===== src/rtl/accel_sample_ctrl_if.sv =====
`default_nettype none
// +-----------------------------------------------------------------------------+
// | accel_sample_ctrl_if : serial-master handshake and sample result bundle       |
// | Rev 1.0                                                                     |
// +-----------------------------------------------------------------------------+
interface accel_sample_ctrl_if;
    logic       oSPI_REQ;
    logic       oSPI_RW;
    logic [5:0] oSPI_ADDR;
    logic [7:0] oSPI_WDATA;
    logic       iSPI_ACK;
    logic [7:0] iSPI_RDATA;
    logic [9:0] oDIG;
    logic       oDIG_VALID;
    logic       oCFG_DONE;
    logic       oERR;
    logic       oOVR;

    modport master (
        output oSPI_REQ, oSPI_RW, oSPI_ADDR, oSPI_WDATA,
        output oDIG, oDIG_VALID, oCFG_DONE, oERR, oOVR,
        input  iSPI_ACK, iSPI_RDATA
    );

    modport slave (
        input  oSPI_REQ, oSPI_RW, oSPI_ADDR, oSPI_WDATA,
        input  oDIG, oDIG_VALID, oCFG_DONE, oERR, oOVR,
        output iSPI_ACK, iSPI_RDATA
    );
endinterface
`default_nettype wire


===== src/rtl/accel_sample_ctrl.sv =====
`default_nettype none
// +-----------------------------------------------------------------------------+
// | accel_sample_ctrl : configures an accelerometer, then samples the X axis     |
// | Rev 1.0                                                                     |
// +-----------------------------------------------------------------------------+
module accel_sample_ctrl #(
    parameter int unsigned SAMPLE_DIV = 2500000,
    parameter int unsigned TIMEOUT    = 4095
) (
    input  logic                iCLK,
    input  logic                iRST,
    accel_sample_ctrl_if.master bus
);
    localparam int unsigned      DIV_W    = $clog2(SAMPLE_DIV);
    localparam int unsigned      TMO_W    = $clog2(TIMEOUT + 1);
    localparam logic [DIV_W-1:0] DIV_LAST = DIV_W'(SAMPLE_DIV - 1);
    localparam logic [TMO_W-1:0] TMO_LAST = TMO_W'(TIMEOUT - 1);
    localparam logic [5:0]       ADDR_X0  = 6'h32;
    localparam logic [5:0]       ADDR_X1  = 6'h33;

    typedef enum logic [2:0] {
        CFG_REQ, CFG_WAIT, IDLE, RD0_REQ, RD0_WAIT, RD1_REQ, RD1_WAIT, UPDATE
    } state_t;

    state_t           state_q, state_d;
    logic [1:0]       idx_q, idx_d;
    logic             req_q, req_d;
    logic             rw_q, rw_d;
    logic [5:0]       addr_q, addr_d;
    logic [7:0]       wdata_q, wdata_d;
    logic [7:0]       lo_q, lo_d;
    logic [9:0]       dig_q, dig_d;
    logic             valid_q, valid_d;
    logic             done_q, done_d;
    logic             err_q, err_d;
    logic             ovr_q, ovr_d;
    logic             pend_q, pend_d;
    logic [TMO_W-1:0] tmo_q, tmo_d;
    logic [DIV_W-1:0] cnt_q, cnt_d;

    logic             w_tick;
    logic             w_waiting;
    logic             w_tmo_hit;
    logic             w_take;
    logic [13:0]      w_cfg_entry;

    function automatic logic [13:0] cfg_entry(input logic [1:0] idx);
        case (idx)
            2'd0:    cfg_entry = {6'h31, 8'h40};
            2'd1:    cfg_entry = {6'h2C, 8'h09};
            default: cfg_entry = {6'h2D, 8'h08};
        endcase
    endfunction

    assign w_cfg_entry = cfg_entry(idx_q);
    assign w_tick      = done_q && (cnt_q == DIV_LAST);
    assign w_waiting   = (state_q == CFG_WAIT) || (state_q == RD0_WAIT) || (state_q == RD1_WAIT);
    // An ACK on the last allowed cycle wins over the timeout.
    assign w_tmo_hit   = w_waiting && !bus.iSPI_ACK && (tmo_q == TMO_LAST);

    always_ff @(posedge iCLK or posedge iRST) begin
        if (iRST) begin
            state_q <= CFG_REQ;
            idx_q   <= '0;
            req_q   <= 1'b0;
            rw_q    <= 1'b0;
            addr_q  <= '0;
            wdata_q <= '0;
            lo_q    <= '0;
            dig_q   <= '0;
            valid_q <= 1'b0;
            done_q  <= 1'b0;
            err_q   <= 1'b0;
            ovr_q   <= 1'b0;
            pend_q  <= 1'b0;
            tmo_q   <= '0;
            cnt_q   <= '0;
        end else begin
            state_q <= state_d;
            idx_q   <= idx_d;
            req_q   <= req_d;
            rw_q    <= rw_d;
            addr_q  <= addr_d;
            wdata_q <= wdata_d;
            lo_q    <= lo_d;
            dig_q   <= dig_d;
            valid_q <= valid_d;
            done_q  <= done_d;
            err_q   <= err_d;
            ovr_q   <= ovr_d;
            pend_q  <= pend_d;
            tmo_q   <= tmo_d;
            cnt_q   <= cnt_d;
        end
    end

    always_comb begin
        state_d = state_q;
        idx_d   = idx_q;
        req_d   = req_q;
        rw_d    = rw_q;
        addr_d  = addr_q;
        wdata_d = wdata_q;
        lo_d    = lo_q;
        dig_d   = dig_q;
        valid_d = 1'b0;
        done_d  = done_q;
        err_d   = err_q;
        ovr_d   = ovr_q;
        pend_d  = pend_q;
        tmo_d   = '0;
        cnt_d   = '0;
        w_take  = 1'b0;

        if (done_q) begin
            cnt_d = w_tick ? '0 : cnt_q + 1'b1;
        end
        if (w_waiting && !bus.iSPI_ACK) begin
            tmo_d = tmo_q + 1'b1;
        end

        case (state_q)
            CFG_REQ: begin
                req_d   = 1'b1;
                rw_d    = 1'b0;
                addr_d  = w_cfg_entry[13:8];
                wdata_d = w_cfg_entry[7:0];
                state_d = CFG_WAIT;
            end
            CFG_WAIT: begin
                if (bus.iSPI_ACK) begin
                    req_d = 1'b0;
                    idx_d = idx_q + 1'b1;
                    if (idx_q == 2'd2) begin
                        done_d  = 1'b1;
                        state_d = IDLE;
                    end else begin
                        state_d = CFG_REQ;
                    end
                end
            end
            IDLE: begin
                if (pend_q) begin
                    w_take  = 1'b1;
                    state_d = RD0_REQ;
                end
            end
            RD0_REQ: begin
                req_d   = 1'b1;
                rw_d    = 1'b1;
                addr_d  = ADDR_X0;
                wdata_d = '0;
                state_d = RD0_WAIT;
            end
            RD0_WAIT: begin
                if (bus.iSPI_ACK) begin
                    req_d   = 1'b0;
                    lo_d    = bus.iSPI_RDATA;
                    state_d = RD1_REQ;
                end
            end
            RD1_REQ: begin
                req_d   = 1'b1;
                rw_d    = 1'b1;
                addr_d  = ADDR_X1;
                wdata_d = '0;
                state_d = RD1_WAIT;
            end
            RD1_WAIT: begin
                // Result is loaded together with valid so the pulse lands one
                // cycle after the ACK and oDIG never shows a half update.
                if (bus.iSPI_ACK) begin
                    req_d   = 1'b0;
                    dig_d   = {bus.iSPI_RDATA[1:0], lo_q};
                    valid_d = 1'b1;
                    state_d = UPDATE;
                end
            end
            UPDATE: begin
                state_d = IDLE;
            end
            default: begin
                state_d = CFG_REQ;
            end
        endcase

        if (w_take) begin
            pend_d = w_tick;
        end else if (w_tick) begin
            if (pend_q) begin
                ovr_d = 1'b1;
            end
            pend_d = 1'b1;
        end

        if (w_tmo_hit) begin
            err_d   = 1'b1;
            req_d   = 1'b0;
            done_d  = 1'b0;
            pend_d  = 1'b0;
            idx_d   = '0;
            cnt_d   = '0;
            state_d = CFG_REQ;
        end
    end

    assign bus.oSPI_REQ   = req_q;
    assign bus.oSPI_RW    = rw_q;
    assign bus.oSPI_ADDR  = addr_q;
    assign bus.oSPI_WDATA = wdata_q;
    assign bus.oDIG       = dig_q;
    assign bus.oDIG_VALID = valid_q;
    assign bus.oCFG_DONE  = done_q;
    assign bus.oERR       = err_q;
    assign bus.oOVR       = ovr_q;

endmodule
`default_nettype wire


===== src/flat_wrapper.sv =====
// flat-port wrapper written by rule: the top's interface ports become plain ports
module accel_sample_ctrl_flat 
#(
    parameter int unsigned SAMPLE_DIV = 2500000,
    parameter int unsigned TIMEOUT    = 4095
)
  (iCLK, iRST, bus_oSPI_REQ, bus_oSPI_RW, bus_oSPI_ADDR, bus_oSPI_WDATA, bus_oDIG, bus_oDIG_VALID, bus_oCFG_DONE, bus_oERR, bus_oOVR, bus_iSPI_ACK, bus_iSPI_RDATA);
  accel_sample_ctrl_if bus_i ();
  input  logic iCLK;
  input  logic iRST;
  output wire logic [$bits(bus_i.oSPI_REQ)-1:0] bus_oSPI_REQ;
  output wire logic [$bits(bus_i.oSPI_RW)-1:0] bus_oSPI_RW;
  output wire logic [$bits(bus_i.oSPI_ADDR)-1:0] bus_oSPI_ADDR;
  output wire logic [$bits(bus_i.oSPI_WDATA)-1:0] bus_oSPI_WDATA;
  output wire logic [$bits(bus_i.oDIG)-1:0] bus_oDIG;
  output wire logic [$bits(bus_i.oDIG_VALID)-1:0] bus_oDIG_VALID;
  output wire logic [$bits(bus_i.oCFG_DONE)-1:0] bus_oCFG_DONE;
  output wire logic [$bits(bus_i.oERR)-1:0] bus_oERR;
  output wire logic [$bits(bus_i.oOVR)-1:0] bus_oOVR;
  input wire logic [$bits(bus_i.iSPI_ACK)-1:0] bus_iSPI_ACK;
  input wire logic [$bits(bus_i.iSPI_RDATA)-1:0] bus_iSPI_RDATA;
  assign bus_oSPI_REQ = bus_i.oSPI_REQ;
  assign bus_oSPI_RW = bus_i.oSPI_RW;
  assign bus_oSPI_ADDR = bus_i.oSPI_ADDR;
  assign bus_oSPI_WDATA = bus_i.oSPI_WDATA;
  assign bus_oDIG = bus_i.oDIG;
  assign bus_oDIG_VALID = bus_i.oDIG_VALID;
  assign bus_oCFG_DONE = bus_i.oCFG_DONE;
  assign bus_oERR = bus_i.oERR;
  assign bus_oOVR = bus_i.oOVR;
  assign bus_i.iSPI_ACK = bus_iSPI_ACK;
  assign bus_i.iSPI_RDATA = bus_iSPI_RDATA;
  accel_sample_ctrl #(.SAMPLE_DIV(SAMPLE_DIV), .TIMEOUT(TIMEOUT)) u_core (.iCLK(iCLK), .iRST(iRST), .bus(bus_i));
endmodule

===== config.mk =====
export PLATFORM = sky130hd
export DESIGN_NAME = accel_sample_ctrl_flat
export DESIGN_NICKNAME = d
export VERILOG_FILES = /design/src/rtl/accel_sample_ctrl_if.sv /design/src/rtl/accel_sample_ctrl.sv /design/src/flat_wrapper.sv
export SDC_FILE = /design/constraint.sdc
export NUM_CORES = 1
export LEC_CHECK = 0
export CAP_MARGIN = 15
export CELL_PAD_IN_SITES_DETAIL_PLACEMENT = 0
export CELL_PAD_IN_SITES_GLOBAL_PLACEMENT = 1
export CORE_ASPECT_RATIO = 1.75
export CORE_MARGIN = 2
export CORE_UTILIZATION = 39
export DETAILED_ROUTE_END_ITERATION = 10
export HOLD_SLACK_MARGIN = 0.08
export MAX_ROUTING_LAYER = met4
export PLACE_DENSITY_LB_ADDON = 0.1
export SLEW_MARGIN = 20
export SYNTH_ARGS = -nofsm -noshare
export SYNTH_HDL_FRONTEND = slang
export SYNTH_SLANG_ARGS = --single-unit

===== constraint.sdc =====
create_clock -name iCLK -period 2.5 [get_ports iCLK]
set_clock_uncertainty 0.2 [all_clocks]
set_input_delay 0.5 -clock iCLK [delete_from_list [all_inputs] [get_ports iCLK]]
set_output_delay 0.5 -clock iCLK [all_outputs]
set_load 0.01 [all_outputs]

==> results.md, run 1 <==
* CTS clk-pin slew, worst paths at roughly 0.05 ns
* Hold WC Path Type: reg2reg
* Core area at 8310 sq um
* CTS tree: built
* Worst r2r dst: u_core.cnt_q[21]
* First-pass GRT wire length at roughly 11000 um
* Port buffer count at 35
* Initial core utilization at between 40% and 50%
* CP Class: reg2reg
* Register-to-register setup slack at approximately 0.23 ns
* Io pins at 41
* Initial antenna violation count at 0
* DRT Pass-1 Iters at 4
* Fraction of layout cells with a size suffix above 1 at roughly a tenth
* CP cell instances: nand4_2 > or4_4 > or4b_1 > a211oi_1
* Num CTS Buffers at 9
* WHS Endpoint: u_core.bus.oSPI_ADDR[5]
* P per Cell Area at about 1000 nW/um^2
* Switching Share at between 30% and 40%
* Fin worst setup slack at roughly 0.23 ns
* Max-slew headroom at a little over half
* DRC viols at 0
* Comb pwr share at between 30% and 40%
* CTS root buf: clkbuf_16
* Worst EP required at between 2 and 3 ns
* Die Span X at roughly 74 um
* Worst path top cell family by delay: simple AND/OR/NAND/NOR gates
* Fin. max-slew vios at 0
* Crit share post-route at ~90%
* Least-Margin Pin Slew at 0.706 ns
* Critical path peak fanout at 10
* H-tree depth at 3
* Max IR drop VDD at 0.409 mV
* RSZ-0062 raised after global routing: false
* Number of distinct library cells after synthesis at 47
* Hold depth at 1
* Mean Syn Cell Area at 10.7 sq um
* Vias/cell at 5.08
* Clock Latency Late Sink at 0.33 ns
* Area delta synth->final at 24.5%
* Final TNS setup at 0 ns
* Antenna cells at 0
* Final Hold Fails at 0
* Max Freq at around 440 MHz
* Fill count at between 700 and 800
* Final ANT Viol Nets at 0
* Post-Syn Instances at approximately 310
* Largest net degree at the start of global routing at slightly above 70
* R2R cell count at 4
* Sequential Power Share at between 30% and 40%
* Post-CTS Setup Inserts at 0
* Status: completed
* Pint at approximately 0.0029 W
* Post-Place Setup Slack at about 0.13 ns
* Ys Warns at 0
* Rows at between 40 and 50
* Via count at 2402
* Detailed Place HPWL at around 4600 um
* Hold Startpoint: u_core.bus.oSPI_ADDR[5]
* Tmin final at ~2.3 ns
* Leakage power at 1.73 nW
* GRT overflow at 0
* Worst path max stage delay at approximately 0.6 ns
* Max cap viols at 0
* Nets at 370
* Routed len/inst at ~14 um
* Final Setup Violations at 0
* Post-Syn Area at approximately 3300 sq um
* Clock buffer depth at 2
* Worst R2R Start: u_core.cnt_q[10]
* Critical Path Slowest Stage Cell: or4_4
* Post-cts resize count at 0
* Area of the die at a little over 9000 sq um
* Iteration-0 DRC Markers at 54
* Sequential share of the synthesized area at 52.7%
* Crit. End Element: flop
* Switching Power at around 0.0013 W
* CTS Sinks at 70
* Flops & latches, synth at 70
* CP Data Arrival Time at between 2 and 2.5 ns
* Die height at between 100 and 150 um
* DRT Wirelength at roughly 6600 um
* Clock power share at between 30% and 40%
* Hold Buf Count CTS at 0
* Total Routing Usage GR at 16.1%
* Critical path buffer and inverter count at 0
* GP Congestion at around 0.82
* Vias in the first global route at roughly 2400
* CP Launch Type: flop
[metal layers]
metal | GRT usage [%] | share of wire (%) | vias to the layer above | wire length, um
li1 | - | - | 1179 | -
met1 | 17.6 | 41 | 1168 | 2720
met4 | 8.88 | 3.1 | 0 | 203
met2 | 27.1 | 53 | 40 | 3550
met3 | 2.40 | 2.5 | 15 | 163
met5 | - | 0 | - | 0
[placed cells by master (no fill, tap or decap), types with 7 or more instances in the layout]
| cell type | Yosys | layout |
|---|---|---|
| nand3_1 | 13 | 13 |
| nor3_1 | 23 | 23 |
| dfrtp_1 | 70 | 70 |
| buf_4 | 8 | 13 |
| clkdlybuf4s50_1 | 0 | 35 |
| xor2_1 | 12 | 12 |
| xnor2_1 | 13 | 13 |
| clkbuf_16 | 0 | 9 |
| nand2_1 | 14 | 14 |
| mux2_1 | 17 | 17 |
| a21oi_1 | 8 | 8 |
| inv_1 | 12 | 11 |
| nor2_1 | 21 | 21 |
| nor4_1 | 7 | 7 |
[registers in the layout, summed over array words and instances (netlist names)]
signal	flops
u_core.bus.oCFG_DONE	1
u_core.bus.oDIG	10
u_core.bus.oDIG_VALID	1
u_core.bus.oERR	1
u_core.bus.oOVR	1
u_core.bus.oSPI_ADDR	5
u_core.bus.oSPI_REQ	1
u_core.bus.oSPI_WDATA	2
u_core.cnt_q	22
u_core.idx_q	2
u_core.lo_q	8
u_core.pend_q	1
u_core.state_q	3
u_core.tmo_q	12
[worst max path at each step]
| stage | startpoint | end | slack, ns | cells after the start |
|---|---|---|---|---|
| 3_3_place_gp | u_core.cnt_q[10] | u_core.cnt_q[21] | 0.15 | 4 |
| 3_5_place_dp | u_core.cnt_q[10] | u_core.cnt_q[21] | 0.13 | 4 |
| 5_1_grt | u_core.cnt_q[0] | u_core.cnt_q[11] | 0.09 | 6 |
| 2_1_floorplan | iRST | u_core.bus.oCFG_DONE | 0.03 | 1 |
| 6_report | u_core.cnt_q[10] | u_core.cnt_q[21] | 0.23 | 4 |
| 4_1_cts | u_core.cnt_q[10] | u_core.cnt_q[21] | 0.12 | 4 |
[Yosys cell counts (all sizes together)]
cell,count,area share (%)
nor4bb,3,0.90
nand4,7,1.5
nor2,21,2.4
and3b,1,0.26
inv,13,1.5
xnor2,13,3.4
o21bai,2,0.45
or2,5,0.94
and4,2,0.53
a21o,2,0.45
a221o,1,0.30
o31ai,4,0.90
and3,1,0.19
xor2,12,3.2
ha,6,2.3
clkbuf,13,1.5
nor2b,4,0.75
nor3b,2,0.45
mux2i,1,0.30
dfrtp,70,53
o22a,1,0.26
or4b,1,0.30
mux2,19,6.4
o21ai,8,1.2
or4,6,1.4
o22ai,1,0.19
a211oi,6,1.4
o41ai,2,0.53
o31a,1,0.26
a21oi,8,1.2
nand2,14,1.6
a22o,2,0.53
nand3b,1,0.23
nor3,23,3.5
or3,3,0.56
nand3,13,2.0
buf,10,2.1
nand2b,2,0.38
conb,1,0.11
nor4,7,1.3
[area by class of cell]
type	count	area [sq um]	area share, %
Sequential cell	70	1750	42.3
Multi-Input combinational cell	210	1430	34.5
Tap cell	115	144	3.47
Clock inverter	4	45.0	1.09
Timing Repair Buffer	49	468	11.3
Inverter	13	48.8	1.18
Clock buffer	12	256	6.19
[metrics by stage]
| stage | std cells | cell area (sq um) | utilization (%) | hold WS, ns | power (W) |
|---|---|---|---|---|---|
| 6_report | 473 | 4140 | 49.8 | 0.259 | 0.00418 |
| 5_1_grt | 473 | 4140 | 49.8 | 0.293 | 0.00447 |
| 4_1_cts | 473 | 4140 | 49.8 | 0.267 | 0.00425 |
| 3_5_place_dp | 457 | 3840 | 46.1 | 0.253 | 0.00296 |
| 3_3_place_gp | 457 | 3840 | 46.1 | 0.245 | 0.00294 |
| 2_1_floorplan | 316 | 3340 | - | 0.250 | 0.00244 |
[cell families (layout without fill, tap and decap cells)]
logic type,Yosys count,in the layout,share of synthesized area [%]
buffers and inverters,36,78,5.00
xor gates and xnor gates,25,25,6.58
muxes,20,20,6.73
adders and majority gates,6,6,2.26
and+or+nand+nor,116,116,19.0
DFF,70,70,52.7
AOI/OAI and AO/OA,38,38,7.63
other,1,5,0.113
[power groups by stage]
stage	clock network [W]	registers (W)	logic [W]
2_1_floorplan	0	0.00166	0.000782
3_3_place_gp	0	0.00166	0.00127
3_5_place_dp	0	0.00168	0.00129
4_1_cts	0.00130	0.00166	0.00129
5_1_grt	0.00135	0.00170	0.00142
6_report	0.00127	0.00165	0.00126
[worst register-to-register path, delay by kind of cell, from the launching register on]
kind             cells  cell delay [ns]
flip-flops           1             0.44
AND/OR/NAND/NOR      3             1.29
AO/OA/AOI/OAI        1             0.24
Note: power is estimated with default switching activity, not from simulation.
==> run 2, diff against run 1 <==
- CAP_MARGIN: 15 -> unset
==> results of run 2 <==
Same layout as run 1: the final DEF is identical, and so are final timing and power.
==> run 3, diff against run 2 <==
- PLACE_DENSITY: unset -> 0.79
- PLACE_DENSITY_LB_ADDON: 0.1 -> unset
==> run 3 against run 2 <==
Net effect:
- critical path depth unchanged
- largest power group unchanged
- sequential share of layout area about the same
- sequential power up 3%
- die area unchanged
- worst setup slack worse by 0.092 ns
==> results.md, run 3 (same netlist as run 1, synthesis figures left out) <==
* Routed len/inst at 13.9 um (-1.0%)
* Fin. max-slew vios at 0 (unchanged)
* Max FFs per register at 22 (unchanged)
* CP Launch Type: flop
* Die Span X at 73.8 um (unchanged)
* DRT Wirelength at 6520 um (-1.8%)
* Worst EP required at 2.53 ns (about the same)
* DRC viols at 0 (unchanged)
* Post-cts resize count at 0 (unchanged)
* CP Class: reg2reg
* RSZ-0062 raised after global routing: false
* Max cap viols at 0 (unchanged)
* Area of the die at 9310 sq um (unchanged)
* Worst path top cell family by delay: simple AND/OR/NAND/NOR gates
* CTS root buf: clkbuf_16
* Rows at 44 (unchanged)
* Post-Place Setup Slack at 0.134 ns (+0.00596 ns)
* Final Setup Violations at 0 (unchanged)
* R2R cell count at 4 (unchanged)
* Max-slew headroom at 54.0% (+1.1 points)
* Vias/cell at 5.14 (+1.2%)
* Clock Latency Late Sink at 0.33 ns (about the same)
* Vias in the first global route at 2459 (+4.4%)
* Post-CTS Setup Inserts at 0 (unchanged)
* GP Congestion at 0.830 (+1.6%)
* CTS Sinks at 70 (unchanged)
* Core area at 8310 sq um (unchanged)
* Detailed Place HPWL at 4610 um (-0.16%)
* Critical path depth at 4 (unchanged)
* Nets at 367 (-0.81%)
* Critical path peak fanout at 10 (unchanged)
* Area delta synth->final at 24.4% (about the same)
* Initial antenna violation count at 0 (unchanged)
* Hold Buf Count CTS at 0 (unchanged)
* Leakage power at 1.71 nW (-1.1%)
* Hold WC Path Type: reg2reg
* Tmin final at 2.36 ns (+0.0916 ns)
* Largest net degree at the start of global routing at 29 (-59%)
* GRT overflow at 0 (unchanged)
* Critical path buffer and inverter count at 0 (unchanged)
* Initial core utilization at 40.0% (unchanged)
* Max IR drop VDD at 0.480 mV (+17%)
* Final Hold Fails at 0 (unchanged)
* Port buffer count at 35 (unchanged)
* Status: completed
* Final ANT Viol Nets at 0 (unchanged)
* Top reg by flops: u_core.cnt_q
* Crit. End Element: flop
* First-pass GRT wire length at 11200 um (about the same)
* Crit share post-route at 94.3% (+3.7 points)
* Max Freq at 424 MHz (-3.9%)
* Worst path max stage delay at 0.68 ns (+0.08 ns)
* CTS tree: built
* Final TNS setup at 0 ns (unchanged)
* Total Routing Usage GR at 16.1% (about the same)
* Iteration-0 DRC Markers at 226 (+320%)
* P per Cell Area at 1020 nW/um^2 (+1.3%)
* CP Data Arrival Time at 2.39 ns (+0.10 ns)
* Commonest non-fill, non-tap cell in the layout: dfrtp_1
* DP Cell Count at 454 (-0.66%)
* Io pins at 41 (unchanged)
* Num CTS Buffers at 9 (unchanged)
* Via count at 2410 (+0.33%)
* Clock buffer depth at 2 (unchanged)
* H-tree depth at 3 (unchanged)
* Fraction of layout cells with a size suffix above 1 at 9.04% (-1.0 points)
* CP cell instances: nand4_2 > or4_1 > or4b_1 > a211oi_1
* Commonest non-fill, non-tap cells in the layout: dfrtp_1 (70), clkdlybuf4s50_1 (35), nor3_1 (23), nor2_1 (21), mux2_1 (17)
* CTS clk-pin slew, worst paths at 0.05 ns (about the same)
* Critical Path Slowest Stage Cell: or4_1
* Die height at 126 um (unchanged)
* Antenna cells at 0 (unchanged)
* Non-Filler Instances at 469 (-0.85%)
* Least-Margin Pin Slew at 0.690 ns (-0.0164 ns)
* Hold depth at 1 (unchanged)
* Final Power at 0.00423 W (+1.2%)
* Fin worst setup slack at 0.142 ns (-0.0916 ns)
* DRT Pass-1 Iters at 4 (unchanged)
run 3: cell type report:
cell class              count  area [sq um]
clock buffers               9           225
clock inverters             6          87.6
fillers                   739          4170
inverters                  13          48.8
multi-input cells         210          1420
flip-flops and latches     70          1750
well taps                 115           144
repair buffers             46           458
run 3: final timing paths:
kind	start	to	slack (ns)
max	u_core.cnt_q[10]	u_core.cnt_q[21]	0.14
min	u_core.bus.oERR	u_core.bus.oERR	0.27
max reg2reg	u_core.cnt_q[10]	u_core.cnt_q[21]	0.14
min reg2reg	u_core.bus.oERR	u_core.bus.oERR	0.27
max in group asynchronous	iRST	u_core.bus.oSPI_WDATA[0]	1.31
min in group asynchronous	iRST	u_core.tmo_q[8]	0.30
run 3: per-layer routing:
layer | part of all wire [%] | GRT usage [%] | vias to the layer above
met5 | 0 | - | -
met4 | 2.3 | 6.52 | 0
met3 | 3.2 | 4.48 | 12
met2 | 54 | 27.3 | 46
met1 | 40 | 17.3 | 1187
li1 | - | - | 1165
run 3: per-stage QoR:
stage	hold WS, ns	util (%)	instance area, sq um
floorplan	0.250	-	3340
global placement	0.252	46.0	3830
detailed placement	0.259	46.0	3830
CTS	0.273	49.8	4140
global route	0.294	49.8	4140
finish	0.269	49.8	4140
run 3: worst register-to-register path, stage by stage, from the launching register on:
cell and delay [ns]:
dfrtp_1 0.44, nand4_2 0.16, or4_1 0.68, or4b_1 0.55, a211oi_1 0.24
run 3: where the power goes:
group          switching (W)  internal (W)  total [W]  leakage (nW)
clock network       0.000466      0.000864    0.00133         0.144
logic               0.000533      0.000669    0.00120         0.658
registers           0.000275       0.00142    0.00170         0.909
